**config.mk**
```make
export PLATFORM = sky130hd
export DESIGN_NAME = i2c_txn_arbiter
export DESIGN_NICKNAME = d
export VERILOG_FILES = /design/src/rtl/i2c_txn_arbiter.sv
export SDC_FILE = /design/constraint.sdc
export NUM_CORES = 1
export LEC_CHECK = 0
export ABC_CLOCK_PERIOD_IN_PS = 2300
export CAP_MARGIN = 10
export CORE_MARGIN = 4
export CORE_UTILIZATION = 30
export CTS_CLUSTER_SIZE = 20
export DETAILED_ROUTE_END_ITERATION = 12
export SKIP_LAST_GASP = 1
export SYNTH_ARGS = -nofsm -noshare
export SYNTH_HDL_FRONTEND = slang
export SYNTH_SLANG_ARGS = --single-unit
export TNS_END_PERCENT = 20
```
**constraint.sdc**
```tcl
create_clock -name clk -period 2.3 [get_ports clk]
set_input_delay 0.46 -clock clk [delete_from_list [all_inputs] [get_ports clk]]
set_output_delay 0.46 -clock clk [all_outputs]
set_load 0.005 [all_outputs]
```
**src/rtl/i2c_txn_arbiter.sv**
```systemverilog
// Round-robin arbiter that shares one newd/done I2C master between NREQ requesters.
// It latches the winner's command, strobes the master and returns the result or a timeout abort.
module i2c_txn_arbiter #(
   parameter int NREQ      = 4,
   parameter int NEWD_HOLD = 24,
   parameter int TIMEOUT   = 8192,
   parameter int TW        = 14
) (
   input  logic              clk,
   input  logic              rst,
   input  logic [NREQ-1:0]   req,
   input  logic [NREQ-1:0]   req_wr,
   input  logic [NREQ*7-1:0] req_addr,
   input  logic [NREQ*8-1:0] req_wdata,
   output logic [NREQ-1:0]   gnt,
   output logic [NREQ-1:0]   rsp_valid,
   output logic [7:0]        rsp_rdata,
   output logic              rsp_err,
   output logic              busy,
   output logic              m_newd,
   output logic              m_wr,
   output logic [6:0]        m_addr,
   output logic [7:0]        m_wdata,
   input  logic [7:0]        m_rdata,
   input  logic              m_done
);

   localparam int PW = (NREQ > 1) ? $clog2(NREQ) : 1;
   localparam int HW = $clog2(NEWD_HOLD + 1);

   typedef enum logic [1:0] {IDLE, ISSUE, WAIT, RESP} state_t;

   state_t        state, state_d;
   logic [PW-1:0] ptr, gidx, win;
   logic          any_req;
   logic [HW-1:0] hold_cnt;
   logic [TW-1:0] to_cnt;
   logic          done_q;
   logic          done_rise, hold_last, tmo;

   assign done_rise = m_done & ~done_q;
   assign hold_last = (hold_cnt == HW'(NEWD_HOLD - 1));
   assign tmo       = (to_cnt == TW'(TIMEOUT - 1));
   assign busy      = (state != IDLE);

   // First set request at or above ptr, wrapping past NREQ-1.
   always_comb begin
      int            s;
      logic [PW-1:0] cand;
      any_req = 1'b0;
      win     = ptr;
      for (int i = 0; i < NREQ; i++) begin
         s = int'(ptr) + i;
         if (s >= NREQ) s = s - NREQ;
         cand = PW'(s);
         if (!any_req && req[cand]) begin
            any_req = 1'b1;
            win     = cand;
         end
      end
   end

   always_comb begin
      state_d = state;
      case (state)
         IDLE:    if (any_req) state_d = ISSUE;
         ISSUE:   if (hold_last) state_d = WAIT;
         WAIT:    if (done_rise || tmo) state_d = RESP;
         RESP:    state_d = IDLE;
         default: state_d = IDLE;
      endcase
   end

   always_ff @(posedge clk or posedge rst) begin
      if (rst) state <= IDLE;
      else     state <= state_d;
   end

   always_ff @(posedge clk or posedge rst) begin
      if (rst) begin
         ptr       <= '0;
         gidx      <= '0;
         gnt       <= '0;
         rsp_valid <= '0;
         rsp_rdata <= '0;
         rsp_err   <= 1'b0;
         m_newd    <= 1'b0;
         m_wr      <= 1'b0;
         m_addr    <= '0;
         m_wdata   <= '0;
         hold_cnt  <= '0;
         to_cnt    <= '0;
         done_q    <= 1'b0;
      end else begin
         // Tracked in every state so a level left over from an earlier op never looks like an edge.
         done_q    <= m_done;
         rsp_valid <= '0;
         case (state)
            IDLE: if (any_req) begin
               gidx     <= win;
               gnt      <= NREQ'(1) << win;
               m_wr     <= req_wr[win];
               m_addr   <= req_addr[7*win +: 7];
               m_wdata  <= req_wdata[8*win +: 8];
               m_newd   <= 1'b1;
               hold_cnt <= '0;
            end
            ISSUE: begin
               hold_cnt <= hold_cnt + HW'(1);
               if (hold_last) begin
                  m_newd <= 1'b0;
                  to_cnt <= '0;
               end
            end
            WAIT: begin
               to_cnt <= to_cnt + TW'(1);
               if (done_rise) begin
                  rsp_valid <= gnt;
                  rsp_err   <= 1'b0;
                  rsp_rdata <= m_wr ? 8'h00 : m_rdata;
               end else if (tmo) begin
                  rsp_valid <= gnt;
                  rsp_err   <= 1'b1;
                  rsp_rdata <= 8'h00;
               end
            end
            RESP: begin
               gnt <= '0;
               ptr <= (gidx == PW'(NREQ - 1)) ? '0 : gidx + PW'(1);
            end
            default: ;
         endcase
      end
   end

endmodule

```
# Word-level counts from Yosys, hierarchy flattened
# Cells that the tools add are included.
[totals]
mem_bits_rw = 0
latch_bits = 0
output_inout_bits = 35
reg_bits = 60
memories = 0
inputBits = 79
rom_bits = 0
wordCells = 112
[classes]
mux = 44
reduce_logical = 20
n_lt_le_gt_ge = 9
n_div = 0
shift = 3
n_eq_ne = 9
add_sub_neg = 10
bitwise_logic = 2
multipliers = 1
[op_table]
columns = ["operator", "count"]
rows = [
  ["$shiftx A32 B6 Y8", 1],
  ["$pmux W14 S2", 1],
  ["$shiftx A28 B6 Y7", 1],
  ["$mux W2", 12],
  ["$mux W8", 3],
  ["$mux W4", 4],
  ["$lt A2 B3 Y1 const B", 5],
  ["$add A14 B1 Y14 const B", 1],
  ["$eq A14 B13 Y1 const B", 1],
  ["$mux W14", 1],
  ["$mux W1", 13],
  ["$bmux W1 S2", 5],
  ["$pmux W5 S2", 1],
  ["$reduce_and A2 Y1", 5],
  ["$reduce_bool A2 Y1", 5],
  ["$ge A3 B3 Y1 const B", 3],
  ["$pmux W2 S4", 1],
  ["$pmux W4 S2", 1],
  ["$sub A2 B1 Y2 const B", 4],
  ["$add A2 B2 Y3 const B", 2],
  ["$eq A2 B2 Y1 const B", 3],
  ["$ne A2 B2 Y1 const B", 3],
  ["$reduce_and A3 Y1", 2],
  ["$add A5 B1 Y5 const B", 1],
  ["15 further kinds", 19],
]

# Logic depth before layout (Yosys ltp)
# Gate-level depths: netlist (run 1).
[depth]
ltp_word = 17
ltp_mapped = 8
ltp_nobuf = 7

# Worst setup path before layout (run 1)
# Ideal clock, no wire load.
[synth_path]
kind = "input to register"
startpoint = "input port req[0]"
endpoint = "register m_addr[5]"
t_required_ns = 2.218
slack_ns = 0.511
path_buffers = 2
t_arrival_ns = 1.708
setup_ns = 0.082
path_stages = 6
cell_sequence = "buf_4 nor2b_4 o41ai_4 buf_1 o21ai_0 a31oi_1"
[synth_between]
elab_chain_cells = 14
word_cells_on_any_way = 25
classes_between = "1 x mul; 1 x shift; 16 x mux; 7 x reduce/logical"
[synth_rtl]
columns = ["element", "line", "rtl"]
rows = [
  ["from (decl)", "11", "input logic [NREQ-1:0] req,"],
  ["$bmux W1 S2", "56", "if (!any_req && req[cand]) begin"],
  ["$mux W1 (not written as such)", "56", ""],
  ["$mux W1", "56", ""],
  ["$logic_not A1 Y1", "56", ""],
  ["$logic_and A1 B1 Y1", "56", ""],
  ["$mux W1", "56", ""],
  ["$logic_not A1 Y1", "56", ""],
  ["$logic_and A1 B1 Y1", "56", ""],
  ["$mux W1", "56", ""],
  ["$logic_not A1 Y1", "56", ""],
  ["$logic_and A1 B1 Y1", "56", ""],
  ["$mux W2", "56", ""],
  ["$mul A3 B2 Y5", "103", "m_addr <= req_addr[7*win +: 7];"],
  ["$shiftx A28 B6 Y7", "103", ""],
  ["to (signal assigned)", "103", ""],
  ["to (decl)", "22", "output logic [6:0] m_addr,"],
]
# Several ways; a longest one is shown, not always the timed one. The select of a mux whose other input is x is not followed.
# A chain may end at the register's enable or synchronous reset.

# Worst setup path after layout (run 1)
[layout_path]
startpoint = "register state[0]"
endpoint = "output port busy"
[layout_between]
elab_chain_cells = 1
[layout_rtl]
columns = ["element", "line", "rtl"]
rows = [
  ["from (decl)", "33", "state_t state, state_d;"],
  ["from (signal assigned)", "76", "else state <= state_d;"],
  ["$reduce_bool A2 Y1", "44", "assign busy = (state != IDLE);"],
  ["to (decl)", "19", "output logic busy,"],
]
# No other way between the ends.

==> results.toml, run 1 <==
[logic_synthesis]
yosysTopAreaCellShare = 0.423
ys_ff_latch = 60
synth.distinct_cells = 64
netlist_instances = 367
netlist_top_cells_area = "dfrtp_1, nor2_1, a32oi_1, and4_1, o31a_1"
yosysTopAreaCell = "dfrtp_1"
yosys_warnings = 0
avgSynthCellArea_sq_um = 9.67
synth_edf_count = 0
syn-num-nets = 453
postSynth.asyncResetShare = 1.00
syn-cell-area_sq_um = 3550
ys_seq_area_frac = 0.423
synth_ff_type = "dfrtp_1"

[clocking]
clk_path_buf_depth = 2
clkTransAtPathRegs_ns = 0.05
worstSkewPairLatency_ns = 0.33
cts_buffers = 9
cts_tree = "built"
cts_max_level = 3
cts_root_buf = "clkbuf_16"
cts_num_sinks = 60

[floorplanning]
die_w_um = 117
die_area_sq_um = 13600
core_area_sq_um = 11500
die_height_um = 117
start_util = 0.308
boundaryPins = 114
rows = 39

[cells_and_area]
final_cell_mix = "clkdlybuf4s50_1, dfrtp_1, nor2_1, buf_4, o21ai_0"
area_growth_pct = 51.4
final_area_sq_um = 5370
final_common_cell = "clkdlybuf4s50_1"
fillers = 1091
finalNetCount = 588
drive_above_1_share = 0.144
num_antenna_cells = 0

[route]
via_per_inst = 5.21
dr.pass1.iters = 5
first_iter_violations = 89
drt_wl_total_um = 10600
ant_nets = 0
drc = 0
wl_per_cell_um = 16.4
via_count = 3389

[place]
dpl-instance-area_sq_um = 5070
port_buffers = 113
place.gp.congestion = 0.850
hpwl_um = 8230
dp_slack_ns = -0.185

[worst_setup_path]
crit_fanout = 5
crit_chain = "inv_1, ha_1, inv_1, clkdlybuf4s50_1"
cp-start-kind = "flop"
cpPeakStageDelay_ns = 0.54
cpMostUsedCell = "inv_1"
end_kind = "output port"
cp_data_required_time_ns = 1.84
slowest_stage = "clkdlybuf4s50_1"
critPathTopFamily = "buffers and inverters"
crit_buf_inv = 3
regToRegSetupSlack_ns = 0.23
path_class = "reg -> out"
reg2reg_depth = 5
cp.arrival_ns = 1.70
crit_cells = 4

[timing]
setup_viol = 0
hold_viol = 0
period_share = 0.941
slew_headroom = 0.441
period_minus_slack_ns = 2.16
setup_slack_ns = 0.137
fin_skew_ns = 0.00733
tightestPinTransition_ns = 0.836
fmax_mhz = 462
rsz0062_at_grt = "false"
drv_slew = 0

[status]
outcome = "finished, final reports clean"

[global_routing]
grt-ovfl-total = 0
track_usage = 0.163
grt_pass1_vias = 3565
grt_pass1_wl_um = 17300
grt_max_degree = 24
antenna_found_initial = 0

[power]
power.total_mw = 5.83
p_int_mw = 3.75
p_leak_nw = 2.20
clockPowerShare = 0.229
swShare = 0.357
power.switching_mw = 2.08
seq_power_share = 0.298
power_density_nw_per_um2 = 1090
ir_worst_vdd_v = 0.000461
combPwrFrac = 0.473

[worst_hold_path]
hold_class = "in -> async"

[flow_run]
maxCapViolCount = 0
Yosys cell counts, types with 2 or more instances:
| master | count |
|---|---|
| nor3b_1 | 2 |
| inv_1 | 10 |
| nand2_1 | 19 |
| o41ai_1 | 2 |
| a21oi_1 | 9 |
| dfrtp_1 | 60 |
| ha_1 | 7 |
| a221o_1 | 4 |
| nor3_1 | 6 |
| clkbuf_1 | 11 |
| o21ai_0 | 21 |
| o21ai_1 | 10 |
| nor2_1 | 42 |
| and4_1 | 13 |
| nor2b_1 | 3 |
| o22ai_1 | 2 |
| a21o_1 | 2 |
| a22oi_1 | 2 |
| mux2_2 | 5 |
| buf_6 | 2 |
| o22a_1 | 5 |
| a32oi_1 | 13 |
| or3_1 | 3 |
| xnor2_1 | 8 |
| o31ai_1 | 5 |
| nand3_1 | 7 |
| nand4_1 | 4 |
| buf_2 | 10 |
| nand2b_1 | 5 |
| nor4_1 | 3 |
| a22o_1 | 11 |
| a31oi_1 | 16 |
| and3_1 | 2 |
| o31a_1 | 13 |
cells by family after synthesis:
logic type,Yosys count,synth area share
buffers and inverters,36,0.0473
XOR/XNOR,9,0.0222
multiplexers,6,0.0187
AO/OA/AOI/OAI,126,0.260
flip-flops,60,0.423
AND/OR/NAND/NOR,123,0.204
adder cells (fa/ha/maj),7,0.0247
worst paths after layout:
| path | start | endpoint |
|---|---|---|
| max | state[0] | busy |
| min | rst | m_addr[2] |
| max in group asynchronous | rst | rsp_valid[0] |
| max reg2reg | ptr[0] | m_wdata[4] |
| min reg2reg | rsp_rdata[7] | rsp_rdata[7] |
| min in group clk | rsp_rdata[7] | rsp_rdata[7] |
state kept, by name, indices dropped and copies added, names as in the netlist:
name	count
m_addr	7
to_cnt	14
m_wr	1
rsp_rdata	8
state	2
gnt	4
m_wdata	8
hold_cnt	5
rsp_err	1
ptr	2
done_q	1
rsp_valid	4
gidx	2
m_newd	1
power by group through the flow:
stage / logic [mW] / clock network (mW) / registers, mW
2_1_floorplan: 1.56 / 0 / 1.67
3_3_place_gp: 2.73 / 0 / 1.75
3_5_place_dp: 2.78 / 0 / 1.75
4_1_cts: 2.79 / 1.37 / 1.74
5_1_grt: 3.06 / 1.42 / 1.80
6_report: 2.76 / 1.34 / 1.74
layout make-up:
type                            count  area (sq um)  area share
Clock buffer                       12           246      0.0459
Clock inverter                      4          48.8     0.00909
Inverter                           10          37.5     0.00699
Multi-Input combinational cell    271          1880       0.351
Sequential cell                    60          1500       0.280
Tap cell                          143           179      0.0333
Timing Repair Buffer              150          1470       0.274
through the flow:
step	std cells	setup TNS, ns	utilization	hold slack [ns]
global route	650	0	0.466	0.470
detailed placement	634	-2.70	0.440	0.485
floorplan	367	0	-	0.450
global placement	634	-1.64	0.440	0.484
finish	650	0	0.466	0.443
CTS	650	0	0.466	0.448
metal layers:
metal  up-vias  track usage  wire [um]
li1       1671            -          -
met1      1595        0.196       4450
met2       108        0.269       5180
met3        15       0.0617        826
met4         0       0.0520        180
met5         -            0          0
worst register-to-register path: stages, from the launching register on:
cell,delay [ns]
dfrtp_1,0.52
nand2b_2,0.29
a21oi_2,0.66
o31a_1,0.23
o21ai_1,0.07
a31oi_1,0.22
repair_timing:
item / CTS / global route
gates resized for setup: 0 / 1
hold buffers: 0 / 0
setup endpoints to repair: 0 / 2
buffers inserted: 0 / 0
hold endpoints to repair: 0 / 0
Note: power is estimated with default switching activity, not from simulation.
==> run 2: changes to the inputs <==
--- a/config.mk
+++ b/config.mk
@@ -5,8 +5,9 @@
 export SDC_FILE = /design/constraint.sdc
 export NUM_CORES = 1
 export LEC_CHECK = 0
-export ABC_CLOCK_PERIOD_IN_PS = 2300
+export ABC_CLOCK_PERIOD_IN_PS = 2500
 export CAP_MARGIN = 10
+export CORE_ASPECT_RATIO = 0.9
 export CORE_MARGIN = 4
 export CORE_UTILIZATION = 30
 export CTS_CLUSTER_SIZE = 20
==> constraint.sdc (replaced) <==
create_clock -name clk -period 2.5 [get_ports clk]
set_input_delay 0.5 -clock clk [delete_from_list [all_inputs] [get_ports clk]]
set_output_delay 0.5 -clock clk [all_outputs]
set_load 0.005 [all_outputs]
==> run 2 against run 1 <==
Net effect:
- sequential power shrank 8%
- global-route usage shrank 0.31 points
- count of clock-buffer cells in the layout is the same
- worst setup slack gained 0.057 ns
- wire length grew 1.4%
- first-iteration DRC count grew 26%
- die area is essentially flat
- largest power group unchanged
- highest routed layer unchanged
==> results.toml, run 2 (synthesized netlist as in run 1, its figures left out) <==
[power]
power.switching_mw = 1.93
ir_worst_vdd_v = 0.000426
p_int_mw = 3.44
power_density_nw_per_um2 = 1010
swShare = 0.359
combPwrFrac = 0.468
clockPowerShare = 0.234
seq_power_share = 0.298
p_leak_nw = 2.16

[worst_hold_path]
holdPathStages = 2
hold_class = "reg -> reg"

[place]
port_buffers = 113
hpwl_um = 8130
dp_slack_ns = -0.282
place.gp.congestion = 0.805
dpl-instance-area_sq_um = 4960
dp.cells = 637

[cells_and_area]
reg_top3 = "to_cnt x14, m_wdata x8, rsp_rdata x8"
final_cells = 655
num_antenna_cells = 0
final_area_sq_um = 5300
area_growth_pct = 49.5
final_cell_mix = "clkdlybuf4s50_1, dfrtp_1, nor2_1, buf_4, o21ai_0"
final_common_cell = "clkdlybuf4s50_1"
largest_register_ffs = 14
drive_above_1_share = 0.130
largest-register = "to_cnt"
finalNetCount = 580

[clocking]
cts_buffers = 9
clk_path_buf_depth = 2
cts_max_level = 3
cts_num_sinks = 60
clkTransAtPathRegs_ns = 0.05
cts_root_buf = "clkbuf_16"
worstSkewPairLatency_ns = 0.32
ctsHoldBuffers = 0
cts_tree = "built"

[route]
drt_wl_total_um = 10800
dr.pass1.iters = 4
wl_per_cell_um = 16.5
ant_nets = 0
drc = 0
via_count = 3429
first_iter_violations = 112
via_per_inst = 5.24

[timing]
hold_viol = 0
tightestPinTransition_ns = 0.983
drv_slew = 0
fmax_mhz = 434
fin_skew_ns = 0.00607
setup-tns-final_ns = 0
period_share = 0.923
setup_viol = 0
slew_headroom = 0.340
rsz0062_at_grt = "false"
period_minus_slack_ns = 2.31
setup_slack_ns = 0.194

[floorplanning]
die_area_sq_um = 13600
start_util = 0.309
die_w_um = 123
core_area_sq_um = 11500
rows = 37
die_height_um = 111
boundaryPins = 114

[global_routing]
grt_max_degree = 32
track_usage = 0.160
grt-ovfl-total = 0
grt_pass1_wl_um = 17600
grt_pass1_vias = 3591
antenna_found_initial = 0

[worst_setup_path]
path_class = "in -> reg"
reg2reg_depth = 5
crit_fanout = 17
cp.arrival_ns = 2.54
end_kind = "flop"
cp-start-kind = "input port"
cp_data_required_time_ns = 2.74

[flow_run]
maxCapViolCount = 0

[status]
outcome = "finished, final reports clean"
[run 2: worst paths after layout]
path	slack [ns]	endpoint	startpoint
min in group asynchronous	0.51	m_addr[0]	rst
setup reg to reg	0.38	rsp_valid[0]	to_cnt[0]
setup / recovery	0.19	m_wdata[7]	req[2]
max in group asynchronous	1.47	state[0]	rst
hold / removal	0.49	gidx[1]	gidx[1]
hold reg to reg	0.49	gidx[1]	gidx[1]
[run 2: power by group through the flow]
stage | Sequential, mW | Combinational, mW | Clock, mW
4_1_cts | 1.60 | 2.48 | 1.27
6_report | 1.60 | 2.51 | 1.26
2_1_floorplan | 1.54 | 1.44 | 0
5_1_grt | 1.64 | 2.78 | 1.31
3_3_place_gp | 1.60 | 2.42 | 0
3_5_place_dp | 1.60 | 2.48 | 0
[run 2: repair_timing]
| item | CTS | global route |
|---|---|---|
| gates resized for setup | 0 | 1 |
| buffers inserted | 0 | 1 |
| endpoints found under the setup margin | 0 | 16 |
[run 2: layout make-up]
type,instances,area (sq um)
clock inverters,4,47.5
flip-flops and latches,60,1500
well taps,156,195
inverters,10,37.5
repair buffers,142,1380
multi-input cells,271,1890
fillers,1099,6180
clock buffers,12,256
[run 2: worst max-delay path, stage by stage]
cell             delay, ns
clkdlybuf4s50_1       0.63
buf_4                 0.18
nand2b_1              0.09
a21oi_2               0.66
o31a_1                0.22
o21ai_0               0.08
a31oi_1               0.17
[run 2: per-stage QoR]
step                 util  hold WS, ns  power, mW
finish              0.462        0.489       5.37
global route        0.462        0.503       5.73
CTS                 0.459        0.483       5.35
detailed placement  0.432        0.470       4.08
global placement    0.432        0.471       4.03
floorplan               -        0.450       2.97
[run 2: layer usage]
layer	part of all wire	global-route usage	wire length, um	vias up
met1	0.44	0.202	4720	1642
met3	0.073	0.0531	791	16
li1	-	-	-	1651
met4	0.017	0.0522	185	0
met5	0	0	0	-
met2	0.47	0.255	5080	120
==> run 3: changes to the inputs <==
--- a/config.mk
+++ b/config.mk
@@ -5,6 +5,7 @@
 export SDC_FILE = /design/constraint.sdc
 export NUM_CORES = 1
 export LEC_CHECK = 0
+export ABC_AREA = 0
 export ABC_CLOCK_PERIOD_IN_PS = 2500
 export CAP_MARGIN = 10
 export CORE_ASPECT_RATIO = 0.9
@@ -12,6 +13,7 @@
 export CORE_UTILIZATION = 30
 export CTS_CLUSTER_SIZE = 20
 export DETAILED_ROUTE_END_ITERATION = 12
+export GPL_ROUTABILITY_DRIVEN = 0
 export SKIP_LAST_GASP = 1
 export SYNTH_ARGS = -nofsm -noshare
 export SYNTH_HDL_FRONTEND = slang
==> results of run 3 <==
The final DEF is identical to that of run 2; final timing and power are the same.
